**config.mk**
```make
export PLATFORM = sky130hd
export DESIGN_NAME = gate_mux_selftest_flat
export DESIGN_NICKNAME = d
export VERILOG_FILES = /design/src/rtl/gate_mux_selftest_if.sv /design/src/rtl/gate_mux_selftest.sv /design/src/flat_wrapper.sv
export SDC_FILE = /design/constraint.sdc
export NUM_CORES = 1
export LEC_CHECK = 0
export BUFFER_PORTS_ARGS = -buffer_cell sky130_fd_sc_hd__buf_2
export CORE_MARGIN = 2
export CORE_UTILIZATION = 30
export CTS_CLUSTER_DIAMETER = 50
export DETAILED_ROUTE_END_ITERATION = 12
export SYNTH_ARGS = -nofsm -noshare
export SYNTH_HDL_FRONTEND = slang
export SYNTH_SLANG_ARGS = --single-unit
```
**constraint.sdc**
```tcl
create_clock -name clk -period 2 [get_ports clk]
set_clock_uncertainty 0.1 [all_clocks]
set_input_delay 0.3 -clock clk [delete_from_list [all_inputs] [get_ports clk]]
set_output_delay 0.3 -clock clk [all_outputs]
set_load 0.05 [all_outputs]
```
**src/rtl/gate_mux_selftest_if.sv**
```systemverilog
// Purpose : bundles the self-test stage's run handshake, gate drive/return and result signals.
// Latency : none, pure wiring.
// Backpres: none; start is a level request only honoured while the stage is idle.
// Ports (slave = self-test stage, master = its user):
//   start in; a_out/b_out/busy/done/pass/err_mask/err_count/fail_vec/fail_valid out;
//   gate_in in (results of the gate block driven by a_out/b_out).
interface gate_mux_selftest_if #(
  parameter int CNT_W = 8
);
  logic             start;
  logic             a_out;
  logic             b_out;
  logic [7:0]       gate_in;
  logic             busy;
  logic             done;
  logic             pass;
  logic [7:0]       err_mask;
  logic [CNT_W-1:0] err_count;
  logic [1:0]       fail_vec;
  logic             fail_valid;

  modport slave (
    input  start, gate_in,
    output a_out, b_out, busy, done, pass, err_mask, err_count, fail_vec, fail_valid
  );

  modport master (
    output start, gate_in,
    input  a_out, b_out, busy, done, pass, err_mask, err_count, fail_vec, fail_valid
  );
endinterface

```
**src/rtl/gate_mux_selftest.sv**
```systemverilog
// Purpose : sweeps {a,b} through all four combinations PASSES times and checks 8 gate results.
// Latency : done pulses 4*PASSES*(SETTLE_CYCLES+1)+1 cycles after the edge that accepts start.
// Backpres: start is ignored while busy or done; there is no abort other than rst.
// Ports: clk, rst (synchronous, active-high), io (slave modport of gate_mux_selftest_if).
//   gate_in bit order: [0]buf [1]inv [2]and [3]nand [4]or [5]nor [6]xor [7]xnor.
module gate_mux_selftest #(
  parameter int SETTLE_CYCLES = 2,
  parameter int PASSES        = 1,
  parameter int CNT_W         = 8
) (
  input  logic                  clk,
  input  logic                  rst,
  gate_mux_selftest_if.slave    io
);

  localparam int SET_W  = (SETTLE_CYCLES > 1) ? $clog2(SETTLE_CYCLES) : 1;
  localparam int PASS_W = (PASSES > 1) ? $clog2(PASSES) : 1;
  localparam logic [SET_W-1:0]  SETTLE_LAST = SET_W'(SETTLE_CYCLES - 1);
  localparam logic [PASS_W-1:0] PASS_LAST   = PASS_W'(PASSES - 1);
  localparam logic [CNT_W-1:0]  CNT_MAX     = '1;

  typedef enum logic [1:0] {IDLE, DRIVE, SAMPLE, DONE} state_t;

  state_t            state_q, state_d;
  logic [1:0]        vec_q;
  logic [PASS_W-1:0] pass_idx_q;
  logic [SET_W-1:0]  settle_q;
  logic [7:0]        err_mask_q;
  logic [CNT_W-1:0]  err_count_q;
  logic [1:0]        fail_vec_q;
  logic              fail_valid_q;
  logic              pass_q;

  logic              a_ref, b_ref;
  logic [7:0]        exp_res;
  logic [7:0]        mm;
  logic              last_vec;

  // Ideal truth table for the vector currently on a_out/b_out.
  always_comb begin
    a_ref    = vec_q[1];
    b_ref    = vec_q[0];
    exp_res  = {~(a_ref ^ b_ref), a_ref ^ b_ref, ~(a_ref | b_ref), a_ref | b_ref,
                ~(a_ref & b_ref), a_ref & b_ref, ~a_ref, a_ref};
    mm       = io.gate_in ^ exp_res;
    last_vec = (vec_q == 2'd3) && (pass_idx_q == PASS_LAST);
  end

  // State register
  always_ff @(posedge clk) begin
    if (rst) state_q <= IDLE;
    else     state_q <= state_d;
  end

  // Next-state logic
  always_comb begin
    state_d = state_q;
    case (state_q)
      IDLE:    if (io.start) state_d = DRIVE;
      DRIVE:   if (settle_q == SETTLE_LAST) state_d = SAMPLE;
      SAMPLE:  state_d = last_vec ? DONE : DRIVE;
      DONE:    state_d = IDLE;
      default: state_d = IDLE;
    endcase
  end

  // Sweep counters and result registers
  always_ff @(posedge clk) begin
    if (rst) begin
      vec_q        <= '0;
      pass_idx_q   <= '0;
      settle_q     <= '0;
      err_mask_q   <= '0;
      err_count_q  <= '0;
      fail_vec_q   <= '0;
      fail_valid_q <= 1'b0;
      pass_q       <= 1'b0;
    end else begin
      case (state_q)
        IDLE: begin
          if (io.start) begin
            vec_q        <= '0;
            pass_idx_q   <= '0;
            settle_q     <= '0;
            err_mask_q   <= '0;
            err_count_q  <= '0;
            fail_vec_q   <= '0;
            fail_valid_q <= 1'b0;
            pass_q       <= 1'b0;
          end
        end
        DRIVE: begin
          // settle_q wraps to 0 on the last drive cycle, ready for the next vector
          settle_q <= (settle_q == SETTLE_LAST) ? '0 : settle_q + 1'b1;
        end
        SAMPLE: begin
          err_mask_q <= err_mask_q | mm;
          if (mm != 8'h00) begin
            if (err_count_q != CNT_MAX) err_count_q <= err_count_q + 1'b1;
            if (!fail_valid_q) begin
              fail_vec_q   <= vec_q;
              fail_valid_q <= 1'b1;
            end
          end
          if (!last_vec) begin
            vec_q <= vec_q + 2'd1;
            if (vec_q == 2'd3) pass_idx_q <= pass_idx_q + 1'b1;
          end
        end
        DONE: pass_q <= (err_mask_q == 8'h00);
        default: ;
      endcase
    end
  end

  // Outputs
  always_comb begin
    io.busy  = (state_q == DRIVE) || (state_q == SAMPLE);
    io.done  = (state_q == DONE);
    io.a_out = io.busy ? vec_q[1] : 1'b0;
    io.b_out = io.busy ? vec_q[0] : 1'b0;
    // pass is already meaningful in the done cycle, then held by pass_q
    io.pass  = (state_q == DONE) ? (err_mask_q == 8'h00) : pass_q;
  end

  assign io.err_mask   = err_mask_q;
  assign io.err_count  = err_count_q;
  assign io.fail_vec   = fail_vec_q;
  assign io.fail_valid = fail_valid_q;

endmodule

```
**src/flat_wrapper.sv**
```systemverilog
// flat-port wrapper written by rule: the top's interface ports become plain ports
module gate_mux_selftest_flat 
#(
  parameter int SETTLE_CYCLES = 2,
  parameter int PASSES        = 1,
  parameter int CNT_W         = 8
)
  (clk, rst, io_start, io_gate_in, io_a_out, io_b_out, io_busy, io_done, io_pass, io_err_mask, io_err_count, io_fail_vec, io_fail_valid);
  gate_mux_selftest_if #(.CNT_W(CNT_W)) io_i ();
  input  logic clk;
  input  logic rst;
  input wire logic [$bits(io_i.start)-1:0] io_start;
  input wire logic [$bits(io_i.gate_in)-1:0] io_gate_in;
  output wire logic [$bits(io_i.a_out)-1:0] io_a_out;
  output wire logic [$bits(io_i.b_out)-1:0] io_b_out;
  output wire logic [$bits(io_i.busy)-1:0] io_busy;
  output wire logic [$bits(io_i.done)-1:0] io_done;
  output wire logic [$bits(io_i.pass)-1:0] io_pass;
  output wire logic [$bits(io_i.err_mask)-1:0] io_err_mask;
  output wire logic [$bits(io_i.err_count)-1:0] io_err_count;
  output wire logic [$bits(io_i.fail_vec)-1:0] io_fail_vec;
  output wire logic [$bits(io_i.fail_valid)-1:0] io_fail_valid;
  assign io_i.start = io_start;
  assign io_i.gate_in = io_gate_in;
  assign io_a_out = io_i.a_out;
  assign io_b_out = io_i.b_out;
  assign io_busy = io_i.busy;
  assign io_done = io_i.done;
  assign io_pass = io_i.pass;
  assign io_err_mask = io_i.err_mask;
  assign io_err_count = io_i.err_count;
  assign io_fail_vec = io_i.fail_vec;
  assign io_fail_valid = io_i.fail_valid;
  gate_mux_selftest #(.SETTLE_CYCLES(SETTLE_CYCLES), .PASSES(PASSES), .CNT_W(CNT_W)) u_core (.clk(clk), .rst(rst), .io(io_i));
endmodule
```
* Word level (Yosys, flattened, before mapping)
Index checks and enable logic that the tools add are counted.
Operators by class: add/subtract/negate cells 4, eq/ne operators 12, mux-type cells 27, bitwise logic cells 10, reduce and logical (&&, ||, !) cells 17
Operators by type and width (count):
- 8-bit one-hot mux with 2 select lines | 2
- 8-bit 2-to-1 mux | 3
- 2-bit 2-to-1 mux | 7
- 4-bit AND reduction | 3
- 8-bit by 1-bit adder with 8-bit output (second input constant) | 1
- 8-bit zero test | 1
- 1-bit 2-to-1 mux | 8
- 2-bit by 1-bit inequality test with 1-bit output (second input constant) | 4
- 8-bit inequality test (second input constant) | 1
- 8-bit OR | 1
- 1-bit one-hot mux with 2 select lines | 4
- 2-bit one-hot mux with 2 select lines | 2
- 2-bit one-hot mux with 4 select lines | 1
- 2-bit AND reduction | 4
- 8-bit nonzero test | 1
- 8-bit XOR | 1
- 2-bit == test (second input constant) | 3
- 2-bit inequality test (second input constant) | 3
- 3-bit AND reduction | 2
- 2-bit nonzero test | 3
- 1-bit NOT | 5
- 1-bit adder (second input constant) | 2
- 2-bit by 1-bit adder with 2-bit output (second input constant) | 1
- 2-bit by 1-bit == test with 1-bit output (second input constant) | 1
- 6 further kinds | 6
Word-level totals: register bits 26, output and inout bits 24, logic and storage cells 79

* Longest topological paths before layout
depth after elaboration 6, depth in mapped cells 9, gate-level depth less buffers 7

* Least setup slack after synthesis
OpenSTA, ideal clock, no wires.
path kind reg-to-output, from reg u_core.state_q[0], to out io_pass, arrival time 1916 ps, data required time 1600 ps, setup slack -316 ps, cell stages (with the launch flop) 3, cell sequence dfxtp_1 -> ha_1 -> o21ai_0
On the way: word-level cells in the longest chain between the ends 2
Ends and longest elaborated chain:
- start, declared | line gate_mux_selftest.sv:24 | state_t state_q, state_d;
- start signal, assigned | line gate_mux_selftest.sv:52 | else state_q <= state_d;
- 2-bit == test
- via io_done | line flat_wrapper.sv:17 | output wire logic [$bits(io_i.done)-1:0] io_done;
- 1-bit 2-to-1 mux | line gate_mux_selftest.sv:123 | io.pass = (state_q == DONE) ? (err_mask_q == 8'h00) : pass_q;
- end, declared | line flat_wrapper.sv:18 | output wire logic [$bits(io_i.pass)-1:0] io_pass;
The timed path passes the listed nets, and every way through them passes these cells.

* Worst setup path after layout
from reg u_core.state_q[1], to reg u_core.err_count_q[6] (netlist: u_core.io.err_count[6])
On the way: word-level cells in the longest chain between the ends 3, elaborated cells between the ends (all ways) 8, classes of those cells eq/ne (4); mux (1); reduce/logical (3)
Ends and longest elaborated chain:
- 2-bit == test / 2-bit zero test (equally long branches) | line gate_mux_selftest.sv:79 | case (state_q)
- 2-bit by 1-bit inequality test with 1-bit output (no source line), or another cell as far along
- 4-bit AND reduction (no source line)
- end signal, assigned | line gate_mux_selftest.sv:99 | if (err_count_q != CNT_MAX) err_count_q <= err_count_q + 1'b1;
- end, declared | line gate_mux_selftest.sv:29 | logic [CNT_W-1:0] err_count_q;
Several ways; a longest one is shown, not always the timed one. A chain may end at the register's enable or synchronous reset.

==> impl_metrics.py <==
metrics = {
    "status": {
        "status": "finished, final reports clean",
    },
    "sta": {
        "max_freq_ghz": 0.520,
        "period_share_pct": 96.2,
        "slew_viol_final": 0,
        "hold_viol": 0,
        "tightest_slew_ps": 452,
        "slew_headroom_pct": 69.3,
        "tns_ps": 0,
        "rsz0062_at_grt": "yes",
        "final.min_clock_period_ps": 1920,
        "setup_viol": 0,
    },
    "die": {
        "ioPinCount": 35,
        "die-area_um2": 5820,
        "die_height_um": 76.3,
        "start_util_pct": 30.9,
        "die_x_um": 76.3,
        "core_um2": 5070,
        "rows": 26,
    },
    "clocking": {
        "cts_hold_buffers": 0,
        "clk_latency_ps": 270,
        "numCtsBuffers": 3,
        "htree_levels": 1,
        "cts_root_buf": "clkbuf_8",
        "postCtsResizedCells": 0,
        "cts_buffer_depth": 2,
        "cts_setup_buffers": 0,
        "clk_pin_slew_ps": 90,
        "tritoncts": "built",
        "cts.sinks": 26,
    },
    "route": {
        "drc": 0,
        "dr.pass1.iters": 4,
        "first_iter_violations": 59,
        "avgViaCountPerCell": 5.00,
        "vias": 1514,
        "ant_nets": 0,
        "wl_per_cell_um": 12.7,
        "finalWirelength_um": 3860,
    },
    "power": {
        "p_per_area_nw_per_um2": 986,
        "ir_drop_uv": 355,
        "power.leakage_nw": 0.865,
    },
    "global_route": {
        "grtUsageMet2_pct": 22.4,
        "grt_max_degree": 19,
        "use_met1_pct": 17.3,
        "busiest_layer": "met2",
        "grt_util_met3_pct": 3.32,
        "antenna_found_initial": 0,
        "grt_overflow": 0,
        "grt_pass1_wl_um": 6490,
        "grt_pass1_vias": 1418,
        "grt_use_total_pct": 13.4,
    },
    "setup_path": {
        "crit_path_max_incr_delay_ps": 440,
        "slowest_stage": "mux2i_2",
        "crit_type": "reg -> reg",
        "crit_path_cell_trace": "inv_1 -> ha_2 -> mux2i_2 -> buf_4 -> a21oi_4 -> nand4_2 -> mux2_4",
        "start_kind": "flop",
        "crit_path_max_fanout": 7,
        "rr_worst_depth": 7,
        "cpLargestDelayFamily": "multiplexers",
        "path_depth": 7,
        "cp_num_buf_inv": 2,
        "crit_arrival_ps": 1990,
        "crit_path_end_kind": "flop",
        "required_ps": 2070,
    },
    "placed_design": {
        "place_hpwl_um": 2980,
        "port_buffers": 34,
        "place_congestion": 0.826,
        "place_area_um2": 1900,
    },
    "finish": {
        "layout_common_cells": "buf_2 (33), nor2_1 (23), dfxtp_1 (22)",
        "drive_above_1_share_pct": 31.3,
        "synthToLayoutAreaGrowth_pct": 26.4,
        "final_common_cell": "buf_2",
        "nets": 252,
        "final_area_um2": 1980,
        "fillers": 547,
        "n_antenna_cell": 0,
    },
    "synthesis": {
        "postSynthAreaPerCell_um2": 8.29,
        "synthTopCellsByArea": "dfxtp_1 (33%), ha_1 (5.6%), nor2_1 (5.5%)",
        "ys_async_sr_fraction_pct": 0,
        "synth_ff_type": "dfxtp_1",
        "yosysWarnings": 0,
        "synth_enable_flop_cells": 0,
        "synth_top_area_share_pct": 33.2,
        "synth-seq-cells": 26,
        "yosysTopAreaCell": "dfxtp_1",
        "syn_inst": 189,
        "ys_seq_area_share_pct": 33.2,
        "synth_nets": 207,
        "yosysUniqueCellTypes": 52,
        "syn_area_um2": 1570,
    },
    "worst_hold_path": {
        "hold_class": "in -> reg",
        "hold-path-cell-count": 4,
    },
    "job": {
        "max-cap-violations": 0,
    },
}
==> cells in the mapped netlist, types with 4 or more instances <==
master	n
ha_1	7
nand4_1	5
xnor2_1	4
nand3_1	8
clkbuf_1	4
dfxtp_1	26
nor3b_1	5
nor3_1	7
o21ai_0	4
nand2_1	12
a31oi_1	4
inv_1	10
and3_1	5
a21oi_1	15
nor2_1	23
xor2_1	4
==> logic make-up after synthesis <==
| family | share of synthesized area [%] |
|---|---|
| buffers and inverters | 6.15 |
| AND/OR/NAND/NOR | 28.8 |
| multiplexers | 2.48 |
| adder cells (fa/ha/maj) | 5.59 |
| AO/OA/AOI/OAI | 19.3 |
| flip-flops | 33.2 |
| XOR/XNOR | 4.47 |
==> power breakdown <==
group	internal, mW	switching [mW]	total (mW)	leakage [nW]
sequential	0.582	0.0454	0.627	0.213
combinational	0.343	0.637	0.981	0.624
clock	0.176	0.169	0.345	0.0288
total	1.10	0.852	1.95	0.865
==> state kept, by name, indices dropped and copies added, names as in the netlist <==
name	flops
u_core.io.fail_vec	2
u_core.io.fail_valid	1
u_core.io.err_count	8
u_core.io.err_mask	8
u_core.pass_q	1
u_core.vec_q	2
u_core.state_q	2
u_core.pass_idx_q	1
u_core.settle_q	1
==> through the flow <==
| stage | std cells | utilization [%] | hold WS (ps) | setup slack (ps) | power [mW] |
|---|---|---|---|---|---|
| floorplan | 189 | - | 353 | -24.5 | 1.33 |
| global placement | 299 | 37.5 | 373 | 99.8 | 1.60 |
| detailed placement | 299 | 37.5 | 375 | 78.6 | 1.60 |
| CTS | 303 | 38.6 | 300 | 62.1 | 1.95 |
| global route | 303 | 39.0 | 303 | -31.7 | 2.09 |
| finish | 303 | 39.0 | 301 | 75.1 | 1.95 |
==> routing by layer <==
layer	wire (µm)	share of wire [%]
met1	1920	50
met2	1760	46
met3	148	3.8
met4	29	0.75
met5	0	0
==> worst register-to-register path, stage by stage, from the launching register on <==
cell	delay (ps)
dfxtp_1	350
inv_1	100
ha_2	200
mux2i_2	440
buf_4	200
a21oi_4	40
nand4_2	100
mux2_4	290
==> area by class of cell <==
cell class	count	area, µm²	share of cell area (%)
Multi-Input combinational cell	143	978	49.4
Sequential cell	26	526	26.5
Timing Repair Buffer	50	297	15.0
Tap cell	70	87.6	4.42
Clock buffer	4	55.1	2.78
Inverter	10	37.5	1.90
==> final timing paths <==
check                    startpoint  slack, ps                endpoint
setup / recovery  u_core.state_q[1]         80  u_core.io.err_count[6]
hold / removal        io_gate_in[7]        300   u_core.io.err_mask[7]
setup reg to reg  u_core.state_q[1]         80  u_core.io.err_count[6]
hold reg to reg   u_core.pass_idx_q        390       u_core.pass_idx_q
Power figures use the tool's default switching activity.
